$ cat src/rtl/ascii_hex_parser.sv
// ascii_hex_parser
// ----------------
// Turns a stream of ASCII hex characters into binary words. The parser sits
// between a byte-wide character source (UART receiver or keypad front end)
// and the MIPS debug/load logic.
//
// Hex digits accumulate MSB-first. A word is finished when NDIG digits have
// arrived, or earlier when a terminator (CR, LF or space) follows at least
// one digit. A finished word leaves over a valid/ready handshake. An illegal
// character throws away the partial word and raises a one-cycle err pulse.
//
// Ports:
//   clk        in   system clock; all state updates on the rising edge
//   rst_n      in   asynchronous active-low reset
//   char_in    in   [7:0]          ASCII character from the source
//   char_valid in   char_in holds a valid character
//   char_ready out  parser can accept a character this cycle
//   word_out   out  [WORD_W-1:0]   assembled word, right-aligned, zero-extended
//   word_valid out  word_out valid; held until accepted
//   word_ready in   consumer accepts word_out
//   digit_cnt  out  [CW-1:0]       digits accumulated in the current word
//   err        out  one-cycle pulse after an illegal character is accepted
module ascii_hex_parser #(
    parameter int WORD_W = 32,
    parameter int NDIG   = WORD_W / 4,
    localparam int CW    = $clog2(NDIG + 1)
) (
    input  logic              clk,
    input  logic              rst_n,
    input  logic [7:0]        char_in,
    input  logic              char_valid,
    output logic              char_ready,
    output logic [WORD_W-1:0] word_out,
    output logic              word_valid,
    input  logic              word_ready,
    output logic [CW-1:0]     digit_cnt,
    output logic              err
);

    typedef enum logic [1:0] {
        IDLE  = 2'd0,
        ACCUM = 2'd1,
        EMIT  = 2'd2
    } state_t;

    state_t            state_q, state_d;
    logic [WORD_W-1:0] acc_q, acc_d;
    logic [CW-1:0]     cnt_q, cnt_d;
    logic              err_q, err_d;

    logic              charXfer;
    logic              isDigit;
    logic              isTerm;
    logic [3:0]        nib;
    logic [CW-1:0]     cntInc;
    logic [WORD_W-1:0] accShift;

    // Character classification. Letters A-F/a-f have low nibbles 1..6,
    // so adding 9 gives the values 10..15 without needing a subtractor.
    always_comb begin
        isDigit = 1'b0;
        isTerm  = 1'b0;
        nib     = 4'd0;
        if (char_in >= 8'h30 && char_in <= 8'h39) begin
            isDigit = 1'b1;
            nib     = char_in[3:0];
        end else if ((char_in >= 8'h41 && char_in <= 8'h46) ||
                     (char_in >= 8'h61 && char_in <= 8'h66)) begin
            isDigit = 1'b1;
            nib     = char_in[3:0] + 4'd9;
        end else if (char_in == 8'h0D || char_in == 8'h0A || char_in == 8'h20) begin
            isTerm  = 1'b1;
        end
    end

    // char_ready depends on state only, so the source never sees a
    // combinational path from its own valid back to ready.
    assign char_ready = (state_q != EMIT);
    assign charXfer   = char_valid && char_ready;

    // The shift form works for every legal WORD_W, including WORD_W == 4
    // where a part-select of the lower bits would be empty.
    assign accShift = (acc_q << 4) | WORD_W'(nib);
    assign cntInc   = cnt_q + CW'(1);

    // Next-state logic for the character/word handshakes.
    always_comb begin
        state_d = state_q;
        acc_d   = acc_q;
        cnt_d   = cnt_q;
        err_d   = 1'b0;
        unique case (state_q)
            IDLE: begin
                if (charXfer) begin
                    if (isDigit) begin
                        acc_d   = accShift;
                        cnt_d   = CW'(1);
                        state_d = (NDIG == 1) ? EMIT : ACCUM;
                    end else if (!isTerm) begin
                        err_d   = 1'b1;
                    end
                end
            end
            ACCUM: begin
                if (charXfer) begin
                    if (isDigit) begin
                        acc_d = accShift;
                        cnt_d = cntInc;
                        if (cntInc == CW'(NDIG)) begin
                            state_d = EMIT;
                        end
                    end else if (isTerm) begin
                        state_d = EMIT;
                    end else begin
                        err_d   = 1'b1;
                        acc_d   = '0;
                        cnt_d   = '0;
                        state_d = IDLE;
                    end
                end
            end
            EMIT: begin
                if (word_ready) begin
                    acc_d   = '0;
                    cnt_d   = '0;
                    state_d = IDLE;
                end
            end
            default: begin
                acc_d   = '0;
                cnt_d   = '0;
                state_d = IDLE;
            end
        endcase
    end

    always_ff @(posedge clk or negedge rst_n) begin
        if (!rst_n) begin
            state_q <= IDLE;
            acc_q   <= '0;
            cnt_q   <= '0;
            err_q   <= 1'b0;
        end else begin
            state_q <= state_d;
            acc_q   <= acc_d;
            cnt_q   <= cnt_d;
            err_q   <= err_d;
        end
    end

    // The accumulator is only shown while a word is being offered, so the
    // consumer never sees a half-built value on word_out.
    assign word_valid = (state_q == EMIT);
    assign word_out   = word_valid ? acc_q : '0;
    assign digit_cnt  = cnt_q;
    assign err        = err_q;

endmodule

$ cat config.mk
export PLATFORM = sky130hd
export DESIGN_NAME = ascii_hex_parser
export DESIGN_NICKNAME = d
export VERILOG_FILES = /design/src/rtl/ascii_hex_parser.sv
export SDC_FILE = /design/constraint.sdc
export NUM_CORES = 1
export LEC_CHECK = 0
export BUFFER_PORTS_ARGS = -buffer_cell sky130_fd_sc_hd__buf_2
export CAP_MARGIN = 5
export CORE_MARGIN = 2
export CORE_UTILIZATION = 55
export CTS_BUF_LIST = sky130_fd_sc_hd__clkbuf_8
export CTS_CLUSTER_DIAMETER = 150
export DETAILED_ROUTE_END_ITERATION = 16
export HOLD_SLACK_MARGIN = 0.06
export PLACE_DENSITY = 0.93
export SYNTH_ARGS = -nofsm -noshare
export SYNTH_HDL_FRONTEND = slang
export SYNTH_SLANG_ARGS = --single-unit
$ cat constraint.sdc
create_clock -name clk -period 2.91 [get_ports clk]
set_input_delay 0.291 -clock clk [delete_from_list [all_inputs] [get_ports clk]]
set_output_delay 0.291 -clock clk [all_outputs]
set_load 0.02 [all_outputs]
==> results of run 1 <==
## registers in the layout, indices dropped and copies added (netlist names)
signal     flops
acc_q         32
err            1
digit_cnt      4
state_q        2
## final timing paths
path,start,endpoint,cells after the start
worst max-delay path,state_q[0],word_out[5],4
worst min-delay path,rst_n,acc_q[20],1
worst max register to register,state_q[1],acc_q[0],5
worst min register to register,acc_q[31],acc_q[31],1
max in group asynchronous,rst_n,acc_q[2],1
min in group clk,char_valid,state_q[0],3
## cells by family after synthesis
kind of cell,share of synthesized area
XOR/XNOR,0.0179
flip-flops,0.499
multiplexers,0.0128
buffers and inverters,0.0460
AO/OA/AOI/OAI,0.216
adder cells (fa/ha/maj),0.0320
AND/OR/NAND/NOR,0.176
## Yosys cell counts
cell type | number | area (sq um)
buf_6 | 4 | 45.0
a22o_1 | 30 | 263
nand3_1 | 3 | 15.0
nand2b_1 | 4 | 25.0
nor2b_1 | 2 | 12.5
nor3_1 | 2 | 10.0
nand2_1 | 11 | 41.3
mux2i_1 | 1 | 10.0
a2111o_1 | 1 | 11.3
o311ai_1 | 1 | 8.76
xnor2_1 | 3 | 26.3
buf_2 | 3 | 15.0
a2bb2oi_1 | 1 | 8.76
mux2_4 | 1 | 15.0
ha_1 | 5 | 62.6
clkbuf_1 | 4 | 15.0
nand4b_1 | 1 | 8.76
inv_1 | 4 | 15.0
and2_1 | 32 | 200
o2bb2ai_1 | 2 | 17.5
o21bai_1 | 1 | 7.51
a21o_1 | 2 | 15.0
nand4_1 | 1 | 6.26
nor4b_1 | 1 | 8.76
a31o_2 | 1 | 8.76
and3_1 | 1 | 6.26
o22ai_1 | 1 | 6.26
o211ai_1 | 1 | 7.51
xor2_1 | 1 | 8.76
nor3b_1 | 1 | 7.51
dfrtp_1 | 39 | 976
a2111oi_0 | 1 | 8.76
o21ai_0 | 2 | 10.0
a32o_1 | 1 | 10.0
o211a_1 | 2 | 20.0
a21oi_1 | 4 | 20.0
nor2_1 | 1 | 3.75
## layer usage
metal | wire (um) | track usage
met2 | 1980 | 0.325
met5 | 0 | 0
met3 | 134 | 0.0518
met1 | 1870 | 0.305
met4 | 35 | 0.0924
## power breakdown
part	total (uW)	switching, uW	leakage (uW)	internal, uW
combinational	157	98.5	0.000670	58.8
sequential	604	32.9	0.000538	571
clock	465	188	0.0000612	277
## critical path: cells and delay by family, from the launching register on
family                 cells  cell delay, ps
buffers and inverters      2             690
flip-flops                 1             490
AND/OR/NAND/NOR            2             460
## through the flow
stage / instances / setup slack [ps] / power (uW) / util / cell area [sq um]
floorplan: 176 / 972 / 716 / - / 1960
global placement: 264 / 689 / 763 / 0.654 / 2220
detailed placement: 264 / 605 / 769 / 0.654 / 2220
CTS: 272 / 691 / 1230 / 0.688 / 2330
global route: 272 / 506 / 1270 / 0.688 / 2330
finish: 272 / 669 / 1230 / 0.688 / 2330
## area by class of cell
cell class                      instances  share of cell area
Clock inverter                          2              0.0150
Tap cell                               46              0.0247
Sequential cell                        39               0.418
Multi-Input combinational cell        122               0.383
Inverter                                4             0.00643
Timing Repair Buffer                   53               0.117
Clock buffer                            6              0.0354
==> impl_results.md, run 1 <==
- Status: finished, final reports clean
- Clock root buffer master: clkbuf_8
- Register area: just under 1000 sq um
- Maxcap violations: 0
- Part of the cycle the worst path needs: 0.770
- Post-Synthesis Cell Area: approximately 2000 sq um
- Commonest non-fill, non-tap cells in the layout: buf_2, dfrtp_1, and2_1
- Net count, final: 242
- Post-synthesis sequential area ratio: 0.499
- Largest net degree at the start of global routing: 40
- Peak VDD IR: 0.000226 V
- Internal reg-to-reg setup slack: about 1200 ps
- Clk slew on worst S/H paths: roughly 80 ps
- Mapped Cells: 176
- First-pass GRT wire length: approximately 6.8 mm
- DR vias: 1509
- CP Class: register to output port
- RSZ-0062 raised after global routing: no
- Arrival time of the worst setup path: 1950 ps
- Rows: 21
- Max clock buf depth: 2
- Fin crit period: between 2000 and 2500 ps
- Multi-input gate area: 895 sq um
- CP required: 2620 ps
- Critical-path maximum fanout: 33
- Slowest CP cell: inv_1
- Leak: 0.00127 uW
- Slew Viols, Final: 0
- Drt wl/cell: 14.8 um
- Post-CTS resize count: 0
- GRT Total Usage: 0.218
- Syn Area/Cell: 11.1 sq um
- Initial DRC count: 95
- Initial Util: 0.577
- Clock sink count: 39
- Initial antenna violation count: 0
- Crit end category: output port
- Placer Congestion: 0.803
- Max-slew headroom: 0.449
- Hold Crit Class: input pin to asynchronous set/reset pin
- Die width: 63.7 um
- Total length of routed wires: about 4.0 mm
- Top Ports: 51
- DP Wirelength: 2.77 mm
- Worst Tran Pin Value: 826 ps
- Pwr/cell area: 526 nW/um^2
- Die ar.: 4050 sq um
- Distinct cell type count after synthesis: 37
- Num CTS Buffers: 5
- Hold Buf Count CTS: 0
- H-tree levels: 2
- Port bufs: 50
- Syn nets: 193
- Setup TNS: 0 ps
- Startpoint type of the worst setup path: register
- Vias in the first global route: 1404
- CTS tree: done
- Via-to-Cell Ratio: 5.55
- Post-Route Skew: 7.83 ps
- Core area: 3390 sq um
- Clock Latency Late Sink: 300 ps
- Finish-stage setup viols: 0
- Antenna-violating nets left: 0
- CP cell instances: nand2b_1, inv_1, and2_1, buf_2
- # DRC: 0
- # fillers: 240
- Crit path largest cell delay: 530 ps
- Highest achievable clock rate: 446 MHz
- Yosys reg bits: 39
- Leading cell type in the layout, fill and taps excluded: buf_2
- Fin. Hold Viols: 0
- Layout cells sized above 1: 0.283
- Syn-to-layout area delta: 19.2%
- Antenna diodes: 0
- WHS: roughly 90 ps
- Post-CTS setup buffer count: 0
- Ys Warns: 0
- Total gr overflow: 0
- Die Span Y: 63.7 um
- Pre-antenna DRT Iters: 4
(Power assumes the default switching activity.)
==> inputs of run 2 (changes only) <==
- CORE_UTILIZATION: 55 -> 49
- PLACE_DENSITY: 0.93 -> 0.88
- clock period: 2.91 -> 1.9 ns (I/O delays scaled with it)
==> impl_results.md, run 2 (same netlist as run 1, synthesis figures left out) <==
- Status: finished, final reports clean
- Die ar.: 4520 sq um
- Pwr/cell area: 802 nW/um^2
- Num CTS Buffers: 5
- Via-to-Cell Ratio: 5.46
- Hold path cells: 3
- Slew Viols, Final: 0
- M1 GR Usage: 0.279
- Clock Latency Late Sink: 280 ps
- # fillers: 293
- GRT Total Usage: 0.202
- WHS: between 200 and 250 ps
- Setup TNS: 0 ps
- Clock root buffer master: clkbuf_8
- Arrival time of the worst setup path: 1580 ps
- Hold Crit Class: input pin to register
- Placer Congestion: ~0.85
- Leak: 0.00134 uW
- Hold Path End: state_q[0]
- DP Wirelength: 2.91 mm
- Max reg flops: 32
- Peak VDD IR: approximately 0.00036 V
- H-tree levels: 2
- Syn-to-layout area delta: 26.4%
- Die width: 67.2 um
- CTS tree: done
- Net count, final: 254
- Drt wl/cell: 14.2 um
- Initial DRC count: 51
- Initial Util: 0.523
- Crit end category: output port
- Vias in the first global route: around 1400
- Post-route cell area: about 2500 sq um
- Max clock buf depth: 2
- Finish-stage setup viols: 0
- Most flops, register: acc_q
- Maxcap violations: 0
- Layout cells sized above 1: 0.315
- M3 GR Usage: 0.0283
- Core area: 3740 sq um
- Critical-path maximum fanout: 33
- Highest achievable clock rate: 564 MHz
- Post-CTS setup buffer count: 0
- CP Class: register to output port
- Design Power: 1980 uW
- Rows: 22
- DP Area: 2330 sq um
- Max-slew headroom: 0.462
- Clock sink count: 39
- Clk slew on worst S/H paths: 70 ps
- Antenna diodes: 0
- Part of the cycle the worst path needs: 0.934
- Die Span Y: 67.2 um
- Total gr overflow: 0
- Fin crit period: between 1500 and 2000 ps
- DR vias: 1561
- First-pass GRT wire length: 6.75 mm
- GR peak layer: met2
- # DRC: 0
- Commonest non-fill, non-tap cells in the layout: buf_2, dfrtp_1, and2_1
- Initial antenna violation count: 0
- Total length of routed wires: 4.07 mm
- Fin. Hold Viols: 0
- Multi-input gate area: ~900 sq um
- FF-to-FF Start: state_q[1]
- Worst Tran Pin Value: slightly above 800 ps
- RSZ-0062 raised after global routing: no
- Pre-antenna DRT Iters: 4
- Register area: 977 sq um
- Startpoint type of the worst setup path: register
- Reg2reg path depth: 5
- M2 GR Usage: 0.319
- Post-Route Skew: 3.07 ps
- Port bufs: 50
- Antenna-violating nets left: 0
- Hold Crit Start: char_valid
- Largest net degree at the start of global routing: 40
- CP required: roughly 1700 ps
- Top Ports: 51
- Leading cell type in the layout, fill and taps excluded: buf_2
- Internal reg-to-reg setup slack: about 350 ps
- R2R Path End: acc_q[2]
==> run 2: cell type report <==
class / instances / area share
clock buffer: 5 / 0.0278
clock inverter: 3 / 0.0258
inverter: 4 / 0.00607
multi-input combinational: 122 / 0.362
sequential: 39 / 0.395
tap: 48 / 0.0243
timing repair buffer: 65 / 0.159
==> run 2: per-stage QoR <==
stage	std cells	utilization	worst slack, ps
finish	286	0.661	126
floorplan	176	-	62.6
CTS	286	0.659	23.5
detailed placement	277	0.621	-68.2
global placement	277	0.621	-6.94
global route	286	0.661	32.6
==> run 2: worst max path at each step <==
stage,start,to,slack [ps]
2_1_floorplan,char_in[1],acc_q[28],60
3_3_place_gp,char_in[0],acc_q[2],-7
3_5_place_dp,char_in[0],acc_q[2],-70
4_1_cts,state_q[0],word_out[27],20
5_1_grt,state_q[0],word_out[20],30
6_report,state_q[0],word_out[27],130
==> run 2: worst max-delay path: stages (launching register included) <==
cell	delay (ps)
dfrtp_2	470
nand2b_1	210
inv_1	90
buf_6	200
and2_1	160
buf_2	160
==> run 2: power by group <==
group          internal [uW]  switching (uW)  leakage, uW
clock                    519             268    0.0000695
sequential               875            50.1     0.000537
combinational            115             156     0.000736
total                   1510             474      0.00134
==> run 2: what timing repair did <==
item,CTS,global route
hold buffers,1,0
setup endpoints to repair,0,32
hold endpoints to repair,39,0
gates resized for setup,0,2
==> run 2: metal layers <==
| layer | up-vias | share of wire |
|---|---|---|
| met5 | - | 0 |
| met4 | 0 | 0.019 |
| met3 | 9 | 0.043 |
| met2 | 52 | 0.49 |
| met1 | 742 | 0.45 |
| li1 | 758 | - |
